==> config.mk <==
export PLATFORM = sky130hd
export DESIGN_NAME = pb_event_arbiter
export DESIGN_NICKNAME = d
export VERILOG_FILES = /design/src/rtl/pb_event_arbiter.sv
export SDC_FILE = /design/constraint.sdc
export NUM_CORES = 1
export LEC_CHECK = 0
export ABC_AREA = 1
export CAP_MARGIN = 25
export CORE_ASPECT_RATIO = 1.4
export CORE_MARGIN = 5
export CORE_UTILIZATION = 35
export CTS_CLUSTER_SIZE = 25
export DETAILED_ROUTE_END_ITERATION = 16
export DONT_BUFFER_PORTS = 1
export PLACE_DENSITY = 0.58
export SLEW_MARGIN = 20
export SYNTH_ARGS = -nofsm -noshare
export SYNTH_HDL_FRONTEND = slang
export SYNTH_SLANG_ARGS = --single-unit
==> constraint.sdc <==
create_clock -name clk -period 1.9 [get_ports clk]
set_input_delay 0.38 -clock clk [delete_from_list [all_inputs] [get_ports clk]]
set_output_delay 0.38 -clock clk [all_outputs]
set_load 0.01 [all_outputs]
==> src/rtl/pb_event_arbiter.sv <==
// Pushbutton front end: synchronizes and debounces N buttons on a shared sample
// tick, turns presses into pending requests and serializes them round-robin.
module pb_event_arbiter #(
    parameter int N_BTN          = 4,
    parameter int CLK_FREQ       = 50_000_000,
    parameter int SAMPLE_HZ      = 1_000,
    parameter int STABLE_SAMPLES = 3,
    parameter int IDW            = (N_BTN > 1) ? $clog2(N_BTN) : 1
) (
    input  logic             clk,
    input  logic             rst_n,
    input  logic [N_BTN-1:0] pb_in,
    input  logic             ev_ready,
    output logic             ev_valid,
    output logic [IDW-1:0]   ev_id,
    output logic [N_BTN-1:0] pb_level,
    output logic [N_BTN-1:0] ev_drop
);

    localparam int TICK_DIV = CLK_FREQ / SAMPLE_HZ;
    localparam int CW       = (TICK_DIV > 1) ? $clog2(TICK_DIV) : 1;
    localparam logic [CW-1:0] CNT_LAST = CW'(TICK_DIV - 1);

    localparam logic ST_IDLE  = 1'b0;
    localparam logic ST_OFFER = 1'b1;

    logic [CW-1:0]    cnt_q, cnt_d;
    logic             tick;
    logic [N_BTN-1:0] sync1_q, sync1_d;
    logic [N_BTN-1:0] sync2_q, sync2_d;
    logic [N_BTN-1:0] level_q, level_d;
    logic [N_BTN-1:0] level_prev_q, level_prev_d;
    logic [N_BTN-1:0] press;
    logic [N_BTN-1:0] clr;
    logic [N_BTN-1:0] pend_q, pend_d;
    logic [N_BTN-1:0] drop_q, drop_d;
    logic             state_q, state_d;
    logic [IDW-1:0]   id_q, id_d;
    logic [IDW-1:0]   ptr_q, ptr_d;
    logic             accept;
    logic             sel_found;
    logic [IDW-1:0]   sel_idx;

    always_comb begin
        tick         = (cnt_q == CNT_LAST);
        cnt_d        = tick ? '0 : cnt_q + CW'(1);
        sync1_d      = pb_in;
        sync2_d      = sync1_q;
        level_prev_d = level_q;
    end

    // One stable-sample filter per button, all advanced by the shared tick.
    generate
        for (genvar gi = 0; gi < N_BTN; gi++) begin : g_btn
            logic [STABLE_SAMPLES-1:0] hist_q, hist_d;
            logic                      lvl_d;

            always_comb begin
                hist_d = hist_q;
                lvl_d  = level_q[gi];
                if (tick) begin
                    hist_d = {hist_q[STABLE_SAMPLES-2:0], sync2_q[gi]};
                    if (&hist_d) begin
                        lvl_d = 1'b1;
                    end else if (~|hist_d) begin
                        lvl_d = 1'b0;
                    end
                end
            end

            always_ff @(posedge clk or negedge rst_n) begin
                if (!rst_n) begin
                    hist_q <= '0;
                end else begin
                    hist_q <= hist_d;
                end
            end

            assign level_d[gi] = lvl_d;
        end
    endgenerate

    // First pending request at or after ptr, wrapping modulo N_BTN.
    always_comb begin
        int j;
        sel_found = 1'b0;
        sel_idx   = '0;
        j         = 0;
        for (int k = 0; k < N_BTN; k++) begin
            j = int'(ptr_q) + k;
            if (j >= N_BTN) begin
                j = j - N_BTN;
            end
            if (!sel_found && pend_q[j]) begin
                sel_found = 1'b1;
                sel_idx   = IDW'(j);
            end
        end
    end

    always_comb begin
        accept = (state_q == ST_OFFER) && ev_ready;
        press  = level_q & ~level_prev_q;
        clr    = '0;
        for (int i = 0; i < N_BTN; i++) begin
            clr[i] = accept && (id_q == IDW'(i));
        end
        // A press coinciding with acceptance of the same id is a fresh request.
        pend_d  = press | (pend_q & ~clr);
        drop_d  = press & pend_q & ~clr;
        state_d = state_q;
        id_d    = id_q;
        ptr_d   = ptr_q;
        case (state_q)
            ST_IDLE: begin
                if (sel_found) begin
                    id_d    = sel_idx;
                    state_d = ST_OFFER;
                end
            end
            default: begin
                if (ev_ready) begin
                    state_d = ST_IDLE;
                    ptr_d   = (id_q == IDW'(N_BTN - 1)) ? '0 : id_q + IDW'(1);
                end
            end
        endcase
    end

    always_ff @(posedge clk or negedge rst_n) begin
        if (!rst_n) begin
            cnt_q        <= '0;
            sync1_q      <= '0;
            sync2_q      <= '0;
            level_q      <= '0;
            level_prev_q <= '0;
            pend_q       <= '0;
            drop_q       <= '0;
            state_q      <= ST_IDLE;
            id_q         <= '0;
            ptr_q        <= '0;
        end else begin
            cnt_q        <= cnt_d;
            sync1_q      <= sync1_d;
            sync2_q      <= sync2_d;
            level_q      <= level_d;
            level_prev_q <= level_prev_d;
            pend_q       <= pend_d;
            drop_q       <= drop_d;
            state_q      <= state_d;
            id_q         <= id_d;
            ptr_q        <= ptr_d;
        end
    end

    assign ev_valid = (state_q == ST_OFFER);
    assign ev_id    = id_q;
    assign pb_level = level_q;
    assign ev_drop  = drop_q;

endmodule

==> qor.csv, run 1 <==
metric,value,unit
htree_levels,2,
synthSimpleGateAreaFrac,28.2,%
yosys.area.top_type_share,52.2,%
muxShareOfSynthArea,0,%
fillers,750,
rsz0062_at_grt,no,
ys_seq_area_share,52.2,%
clkSinkCount,53,
grt_usage,11.4,%
synthTopCellsByArea,"dfrtp_1 (52%), nand2_1 (14%), inv_1 (5.9%)",
p_int,1.90,mW
via_count,1883,
antenna_found_initial,0,
multi_input_area,1020,um^2
syn-instance-count,306,
power_frac_seq,45.4,%
slew_viol_final,0,
dpl.hpwl,3650,um
register_area,1330,um^2
diodes,0,
cts_max_path_buffers,2,
synth-adder-area-share,2.46,%
placedCellCount,400,
drt_iter0_drc,27,
worstSkewPairLatency,0.30,ns
syn2layout_area_growth,9.84,%
design.die.area,9090,um^2
fin_area,2790,um^2
required,2.08,ns
critPathLaunchType,flop,
fmax,597,MHz
setup.worst_path.end_class,flop,
synth_xor_xnor_area_share,3.10,%
hold_viol_final,0,
stdcell_count,409,
cts_setup_buffers,0,
syn-num-nets,318,
dr.pass1.iters,4,
status,completed,
grt_overflow,0,
die_y,111,um
final_common_cell,nand2_1,
worstHoldPathType,in -> reg,
tightest_slew,0.496,ns
synth_top_family_by_area,simple AND/OR/NAND/NOR gates,
clock_skew,0.0111,ns
worstSetupPathType,reg -> reg,
p_sw,1.05,mW
placed_area,2650,um^2
finalWirelength,4770,um
drive_gt1_share,9.87,%
antenna_left,0,
relSlewSlack,66.6,%
ys_warn_count,0,
p_sw_share,35.5,%
root_buffer,clkbuf_8,
synth-compound-area-share,6.35,%
holdPathStages,0,
path_clk_slew,0.09,ns
cts_buffers,5,
core-area,7030,um^2
power_frac_comb,30.3,%
fp.dieW,82.0,um
ios,18,
clkPwrFrac,24.3,%
nets,326,
period_share,88.2,%
synth-seq-cells,53,
powerDensity,1060,nW/um^2
grt_max_degree,54,
vdd_drop_max,0.421,mV
grt_pass1_vias,1854,
cts_tree,built,
mappedNetlistArea,2540,um^2
fin_crit,1.68,ns
vias_per_cell,4.60,
drc,0,
place_congestion,0.789,
synth_cell_types,25,
grt_pass1_wl,8180,um
p_leak,1.37,nW
reg2reg_depth,9,
initial_core_util,36.2,%
setup_violations,0,
io_buffer_count,0,
critPathMaxFanout,5,
yosys.area.top_type,dfrtp_1,
maxCapViolations,0,
fin_tns_setup,0,ns
syn_area_per_cell,8.31,um^2
avgRoutedWirePerCell,11.7,um
placementRows,36,
worstPathArrival,1.86,ns
layout_common_cells,"nand2_1 (92), dfrtp_1 (53), inv_1 (40)",
-- path summary, 6_finish.rpt --
check	startpoint	endpoint	slack, ns
hold / removal	pb_in[3]	sync1_q[3]	0.10
setup / recovery	cnt_q[0]	cnt_q[10]	0.22
setup reg to reg	cnt_q[0]	cnt_q[10]	0.22
hold reg to reg	sync1_q[3]	sync2_q[3]	0.35
min in group asynchronous	rst_n	g_btn[0].hist_q[0]	0.58
max in group asynchronous	rst_n	ev_drop[0]	1.08
-- state kept, by name, summed over array words and instances (netlist names) --
| register | flops |
|---|---|
| ev_drop | 4 |
| pb_level | 4 |
| ev_id | 2 |
| level_prev_q | 4 |
| pend_q | 4 |
| ptr_q | 2 |
| g_btn.hist_q | 8 |
| sync2_q | 4 |
| cnt_q | 16 |
| sync1_q | 4 |
| ev_valid | 1 |
-- through the flow --
stage	utilization (%)	setup WS, ns	hold slack (ns)	total power, mW
after floorplan	-	0.381	0.0844	2.07
after global placement	37.7	0.231	0.0859	2.22
after CTS	39.7	0.144	0.0916	3.00
after global routing	39.7	0.000562	0.0732	3.21
final	39.7	0.224	0.104	2.95
after detailed placement	37.7	0.168	0.0862	2.24
-- critical path, stage by stage (launching register included) --
cell and delay (ns):
dfrtp_1 0.43, ha_1 0.21, nand2_1 0.07, nor2_2 0.14, nand3_1 0.12, nor2_1 0.19
nand2_1 0.11, nor2_1 0.13, xnor2_1 0.12, inv_1 0.05
-- routing by layer --
| layer | wire (um) | up-vias | part of all wire [%] | track usage [%] |
|---|---|---|---|---|
| li1 | - | 973 | - | - |
| met4 | 153 | 0 | 3.2 | 3.99 |
| met2 | 2520 | 27 | 53 | 20.1 |
| met1 | 1950 | 871 | 41 | 13.0 |
| met5 | 0 | - | 0 | 0 |
| met3 | 139 | 12 | 2.9 | 2.85 |
-- synthesized netlist by cell type (all sizes together) --
cell type,count
nor2,27
buf,4
ha,5
nand2,99
xnor2,2
nand3b,1
nor4,1
nor3,11
nor3b,1
xor2,7
nand4,4
a21oi,5
nand3,18
dfrtp,53
o21ai,25
inv,43
-- cell families after synthesis --
logic type      count (synthesis)
xor+xnor                        9
fa+ha+maj                       5
simple gates                  162
buf+inv                        47
compound gates                 30
flops                          53
-- cell type report --
| class | instances | share of cell area, % |
|---|---|---|
| Sequential cell | 53 | 47.5 |
| Multi-Input combinational cell | 206 | 36.5 |
| Inverter | 43 | 5.87 |
| Tap cell | 95 | 4.26 |
| Clock buffer | 5 | 2.46 |
| Timing Repair Buffer | 5 | 2.15 |
| Clock inverter | 2 | 1.25 |
-- power groups by stage --
stage	registers, mW	clock network [mW]	logic [mW]
2_1_floorplan	1.33	0	0.745
3_3_place_gp	1.36	0	0.857
3_5_place_dp	1.36	0	0.873
4_1_cts	1.34	0.751	0.908
5_1_grt	1.36	0.802	1.05
6_report	1.34	0.715	0.894
-- timing repair --
action,CTS,global route
hold endpoints to repair,53,0
resized for setup,0,2
endpoints found under the setup margin,0,3
hold buffers,2,0
No activity file was read; power rests on OpenSTA's default activity.
==> run 2: changes to the inputs <==
- CORE_MARGIN: 5 -> 1
==> run 2 against run 1 <==
Effect of this change: combinational power grew 0.9%; routed wire length decreased by 5.6%; core utilization rose by 0.15 points; setup slack worse by 0.0056 ns; final cell count rose by 0.49%; sequential cell count unchanged; hold slack worse by 0.0074 ns; cell area fell by 0.27%; count of clock-buffer cells in the layout is the same; critical path depth increased by 1; largest cell class unchanged; highest routed layer unchanged.
==> qor.csv, run 2 (same netlist as run 1, synthesis figures left out) <==
metric,value,unit,change
status,completed,,
nets,327,,+0.31%
powerDensity,1030,nW/um^2,-2.6%
hold_slack,0.0962,ns,-0.00740 ns
critPathMaxFanout,5,,unchanged
holdPathStages,0,,unchanged
cts_buffers,5,,unchanged
maxCapViolations,0,,unchanged
p_leak,1.37,nW,about the same
clkPwrFrac,22.1,%,-2.2 points
rsz0062_at_grt,no,,
fin_crit,1.68,ns,+0.00560 ns
worstPathArrival,1.89,ns,+0.03 ns
min_from,pb_in[2],,
root_buffer,clkbuf_8,,
cts_setup_buffers,0,,unchanged
reg2reg_depth,10,,+1
dpl.hpwl,3340,um,-8.4%
grt_usage,13.5,%,+2.1 points
finalWirelength,4500,um,-5.6%
io_buffer_count,0,,unchanged
power_frac_comb,31.5,%,+1.2 points
htree_levels,2,,unchanged
layout_common_cells,"nand2_1 (92), dfrtp_1 (53), inv_1 (40)",,
r2r_setup_slack,0.22,ns,about the same
drt_iter0_drc,50,,+85%
clkSinkCount,53,,unchanged
worstSkewPairLatency,0.30,ns,about the same
period_share,88.5,%,+0.29 points
grt_pass1_wl,7980,um,-2.4%
dr.pass1.iters,4,,unchanged
placementRows,36,,unchanged
top_register,cnt_q,,
largest_registers,"cnt_q: 16 flops, g_btn.hist_q: 8 flops",,
setup.worst_path.end_class,flop,,
cts_max_path_buffers,2,,unchanged
power.total,2.87,mW,-2.8%
antenna_found_initial,0,,unchanged
cts_tree,built,,
worstHoldPathType,in -> reg,,
p_int,1.78,mW,-6.4%
p_sw,1.08,mW,+3.5%
path_cells,ha_1 -> nand2_1 -> nor2_2 -> nand3_1 -> nor2_1 -> nand3_1 -> nor2_1 -> nand2_1 -> nand2_1 -> inv_1,,
path_clk_slew,0.09,ns,about the same
hold_viol_final,0,,unchanged
core-area,6980,um^2,-0.64%
relSlewSlack,73.2,%,+6.6 points
slew_viol_final,0,,unchanged
slowest_stage,dfrtp_1,,
tightest_slew,0.398,ns,-0.0979 ns
fin_util,39.9,%,+0.15 points
drive_gt1_share,10.4,%,+0.57 points
required,2.11,ns,+0.03 ns
largest_reg_flops,16,,unchanged
cp_common_cell,nand2_1,,
worstSetupPathType,reg -> reg,,
grt_max_degree,54,,unchanged
syn2layout_area_growth,9.55,%,
avgRoutedWirePerCell,10.9,um,-6.1%
cts_resized,0,,unchanged
clock_skew,0.00426,ns,-0.00684 ns
setup_violations,0,,unchanged
p_sw_share,37.8,%,+2.3 points
min_to,sync1_q[2],,
final_common_cell,nand2_1,,
postCtsHoldBufs,2,,unchanged
vdd_drop_max,0.422,mV,+0.33%
power_frac_seq,46.4,%,+1.0 points
r2r_start,cnt_q[0],,
antenna_left,0,,unchanged
drc,0,,unchanged
fmax,595,MHz,-0.33%
fp.dieW,74.0,um,-9.8%
critPathLaunchType,flop,,
grt_overflow,0,,unchanged
diodes,0,,unchanged
place_congestion,0.827,,+4.8%
design.die.area,7610,um^2,-16%
slowest_delay,0.43,ns,about the same
fin_tns_setup,0,ns,unchanged
vias_per_cell,4.61,,+0.15%
via_count,1895,,+0.64%
r2r_end,cnt_q[12],,
ios,18,,unchanged
initial_core_util,36.4,%,+0.23 points
die_y,103,um,-7.2%
grt_pass1_vias,1859,,+0.27%
## run 2: layout make-up
cell class | instances | area (um^2)
Fill cell | 738 | 4200
Clock inverter | 3 | 22.5
Tap cell | 95 | 119
Clock buffer | 5 | 68.8
Timing Repair Buffer | 6 | 67.6
Inverter | 43 | 161
Multi-Input combinational cell | 206 | 1020
Sequential cell | 53 | 1330
## run 2: routing by layer
layer	vias to the layer above	wire [um]	GRT usage, %
met5	-	0	0
met4	0	43	3.25
met3	4	165	3.32
met2	27	2340	24.8
met1	895	1950	15.7
li1	969	-	-
## run 2: worst max-delay path by stage
stage	cells past startpoint	startpoint	slack (ns)	to
6_report	10	cnt_q[0]	0.22	cnt_q[12]
3_5_place_dp	10	cnt_q[0]	0.22	cnt_q[12]
5_1_grt	10	cnt_q[0]	0.01	cnt_q[12]
2_1_floorplan	11	cnt_q[0]	0.38	pb_level[0]
4_1_cts	10	cnt_q[0]	0.19	cnt_q[12]
3_3_place_gp	9	cnt_q[0]	0.29	cnt_q[9]
## run 2: power groups by stage
| stage | Combinational, mW | Clock [mW] | Sequential, mW |
|---|---|---|---|
| 6_report | 0.902 | 0.632 | 1.33 |
| 3_3_place_gp | 0.865 | 0 | 1.35 |
| 3_5_place_dp | 0.882 | 0 | 1.36 |
| 5_1_grt | 1.05 | 0.723 | 1.35 |
| 2_1_floorplan | 0.745 | 0 | 1.33 |
| 4_1_cts | 0.918 | 0.664 | 1.33 |
## run 2: metrics by stage
step                setup slack, ns  cells  cell area, um^2
floorplan                     0.381    306             2540
global placement              0.286    401             2660
detailed placement            0.217    401             2660
CTS                           0.194    411             2790
global route                 0.0127    411             2790
finish                        0.218    411             2790
## run 2: critical path: cells and delay by family, from the launching register on
family	cells	cell delay (ns)
DFF	1	0.43
and+or+nand+nor	8	0.92
adders and majority gates	1	0.20
buffers and inverters	1	0.04
==> run 3: changes to the inputs <==
- ABC_AREA: 1 -> 0
==> run 3 against run 2 <==
Effect of this change: clock skew is 0.00069 ns higher; critical path depth fell by 4; synthesized cell count decreased by 34%.
==> qor.csv, run 3 <==
metric,value,unit,change
critPathLaunchType,flop,,
setup_violations,0,,unchanged
root_buffer,clkbuf_8,,
maxCapViolations,0,,unchanged
p_int,1.66,mW,-6.7%
fin_tns_setup,0,ns,unchanged
synthTopCellsByArea,"dfrtp_1 (58%), nand2_1 (6.4%), nor2_1 (3.1%)",,
die_y,97.4,um,-5.3%
fmax,589,MHz,-0.95%
clkSinkCount,53,,unchanged
largest_registers,"cnt_q: 16 flops, g_btn.hist_q: 8 flops",,
status,completed,,
vias_per_cell,5.04,,+9.4%
vdd_drop_max,0.382,mV,-9.5%
worstHoldPathType,in -> reg,,
synth_cell_types,41,,+64%
path_clk_slew,0.09,ns,about the same
p_leak,1.14,nW,-17%
clock_skew,0.00495,ns,+0.000689 ns
async_reset_ff_share,100,%,unchanged
design.die.area,6830,um^2,-10%
synth-compound-area-share,4.68,%,-1.7 points
fin_util,39.9,%,about the same
synth_edf_count,0,,unchanged
final_common_cell,dfrtp_1,,
antenna_left,0,,unchanged
antenna_found_initial,0,,unchanged
grt_usage,12.2,%,-1.4 points
synth-seq-cells,53,,unchanged
slew_viol_final,0,,unchanged
nets,224,,-31%
worstPathArrival,1.88,ns,about the same
finalWirelength,3730,um,-17%
largest_reg_flops,16,,unchanged
worstSetupPathType,reg -> reg,,
syn-num-nets,214,,-33%
worst_slack,0.202,ns,-0.0161 ns
clkPwrFrac,26.8,%,+4.7 points
powerDensity,925,nW/um^2,-10%
rsz0062_at_grt,no,,
grt_overflow,0,,unchanged
relSlewSlack,73.5,%,+0.30 points
layout_common_cells,"dfrtp_1 (53), nand2_1 (39), nor2_1 (19)",,
fin_area,2500,um^2,-10%
syn2layout_area_growth,9.74,%,
synth_top_family_by_area,simple AND/OR/NAND/NOR gates,,
yosys.area.top_type,dfrtp_1,,
hold_viol_final,0,,unchanged
syn_area_per_cell,11.3,um^2,+36%
cts_buffers,5,,unchanged
drt_iter0_drc,63,,+26%
grt_pass1_wl,6600,um,-17%
dr.pass1.iters,4,,unchanged
fp.dieW,70.1,um,-5.3%
cts_max_path_buffers,2,,unchanged
yosysMostFrequentCell,dfrtp_1,,
dpl.hpwl,2630,um,-21%
synth_xor_xnor_area_share,5.01,%,+1.9 points
core-area,6250,um^2,-10%
mappedNetlistArea,2270,um^2,-11%
muxShareOfSynthArea,1.82,%,+1.8 points
drive_gt1_share,11.8,%,+1.3 points
ys_warn_count,0,,unchanged
drc,0,,unchanged
placementRows,34,,-5.6%
yosys-top-cells-count,"dfrtp_1 (53), nand2_1 (39), nor2_1 (19)",,
grt_max_degree,54,,unchanged
avgRoutedWirePerCell,13.1,um,+20%
ys_seq_area_share,58.3,%,+6.1 points
power_frac_seq,58.6,%,+12 points
synth-adder-area-share,2.75,%,+0.29 points
syn-instance-count,202,,-34%
p_sw,0.646,mW,-40%
required,2.08,ns,-0.03 ns
setup.worst_path.end_class,flop,,
worstSkewPairLatency,0.30,ns,about the same
synthSimpleGateAreaFrac,25.5,%,-2.7 points
place_worst_setup_slack,0.215,ns,-0.00162 ns
top_register,cnt_q,,
yosys.area.top_type_share,58.3,%,+6.1 points
htree_levels,2,,unchanged
initial_core_util,36.4,%,-0.041 points
critPathMaxFanout,8,,+3
grt_pass1_vias,1415,,-24%
placed_area,2370,um^2,-11%
cts_tree,built,,
synthFlopType,dfrtp_1,,
power_frac_comb,14.6,%,-17 points
io_buffer_count,0,,unchanged
ios,18,,unchanged
place_congestion,0.753,,-9.0%
via_count,1432,,-24%
diodes,0,,unchanged
p_sw_share,28.0,%,-9.8 points
period_share,89.4,%,+0.85 points
tightest_slew,0.393,ns,-0.00450 ns
fin_crit,1.70,ns,+0.0161 ns
run 3: worst max-delay path, cell delays in order, from the launching register on:
cell      delay, ns
dfrtp_1        0.42
ha_1           0.26
nand3_1        0.15
nand4b_1       0.23
buf_4          0.20
nor4_1         0.23
nor3_2         0.08
run 3: final timing paths:
path / slack, ns / start / endpoint / cells after the start
setup reg to reg: 0.20 / cnt_q[0] / pb_level[0] / 6
hold / removal: 0.10 / pb_in[2] / sync1_q[2] / 0
min in group asynchronous: 0.59 / rst_n / level_prev_q[0] / 2
max in group asynchronous: 1.08 / rst_n / pend_q[1] / 2
setup / recovery: 0.20 / cnt_q[0] / pb_level[0] / 6
hold reg to reg: 0.36 / sync1_q[3] / sync2_q[3] / 0
run 3: power groups by stage:
stage	sequential, mW	combinational (mW)	clock (mW)
floorplan	1.33	0.289	0
global placement	1.38	0.312	0
detailed placement	1.38	0.315	0
CTS	1.36	0.346	0.651
global route	1.38	0.397	0.687
finish	1.35	0.336	0.619
run 3: area by class of cell:
| cell class | instances | area, um^2 |
|---|---|---|
| clock buffers | 7 | 86.3 |
| inverters | 4 | 15.0 |
| flip-flops and latches | 53 | 1330 |
| multi-input cells | 141 | 903 |
| fillers | 598 | 3760 |
| repair buffers | 7 | 75.1 |
| well taps | 72 | 90.1 |
run 3: routing by layer:
metal,track usage (%),vias up,wire length (um),part of all wire [%]
li1,-,713,-,-
met1,14.7,697,1640,44
met2,20.6,17,1910,51
met3,3.11,5,113,3.0
met4,4.62,0,63,1.7
met5,0,-,0,0
run 3: kinds of logic (layout without fill, tap and decap cells):
logic type | after synthesis | count (layout)
adders and majority gates | 5 | 5
buffers and inverters | 8 | 18
muxes | 4 | 4
DFF | 53 | 53
xor gates and xnor gates | 13 | 13
and+or+nand+nor | 105 | 105
AOI/OAI and AO/OA | 14 | 14
run 3: timing repair:
| action | 4_1_cts | 5_1_grt |
|---|---|---|
| hold buffers | 2 | 0 |
| resized for setup | 0 | 0 |
| buffers inserted | 0 | 0 |
| hold endpoints to repair | 53 | 0 |
run 3: through the flow:
step | hold WS, ns | power, mW | std cells
final | 0.102 | 2.31 | 284
after global routing | 0.0807 | 2.46 | 284
after CTS | 0.0918 | 2.35 | 284
after detailed placement | 0.0856 | 1.69 | 275
after global placement | 0.0857 | 1.69 | 275
after floorplan | 0.0844 | 1.62 | 202
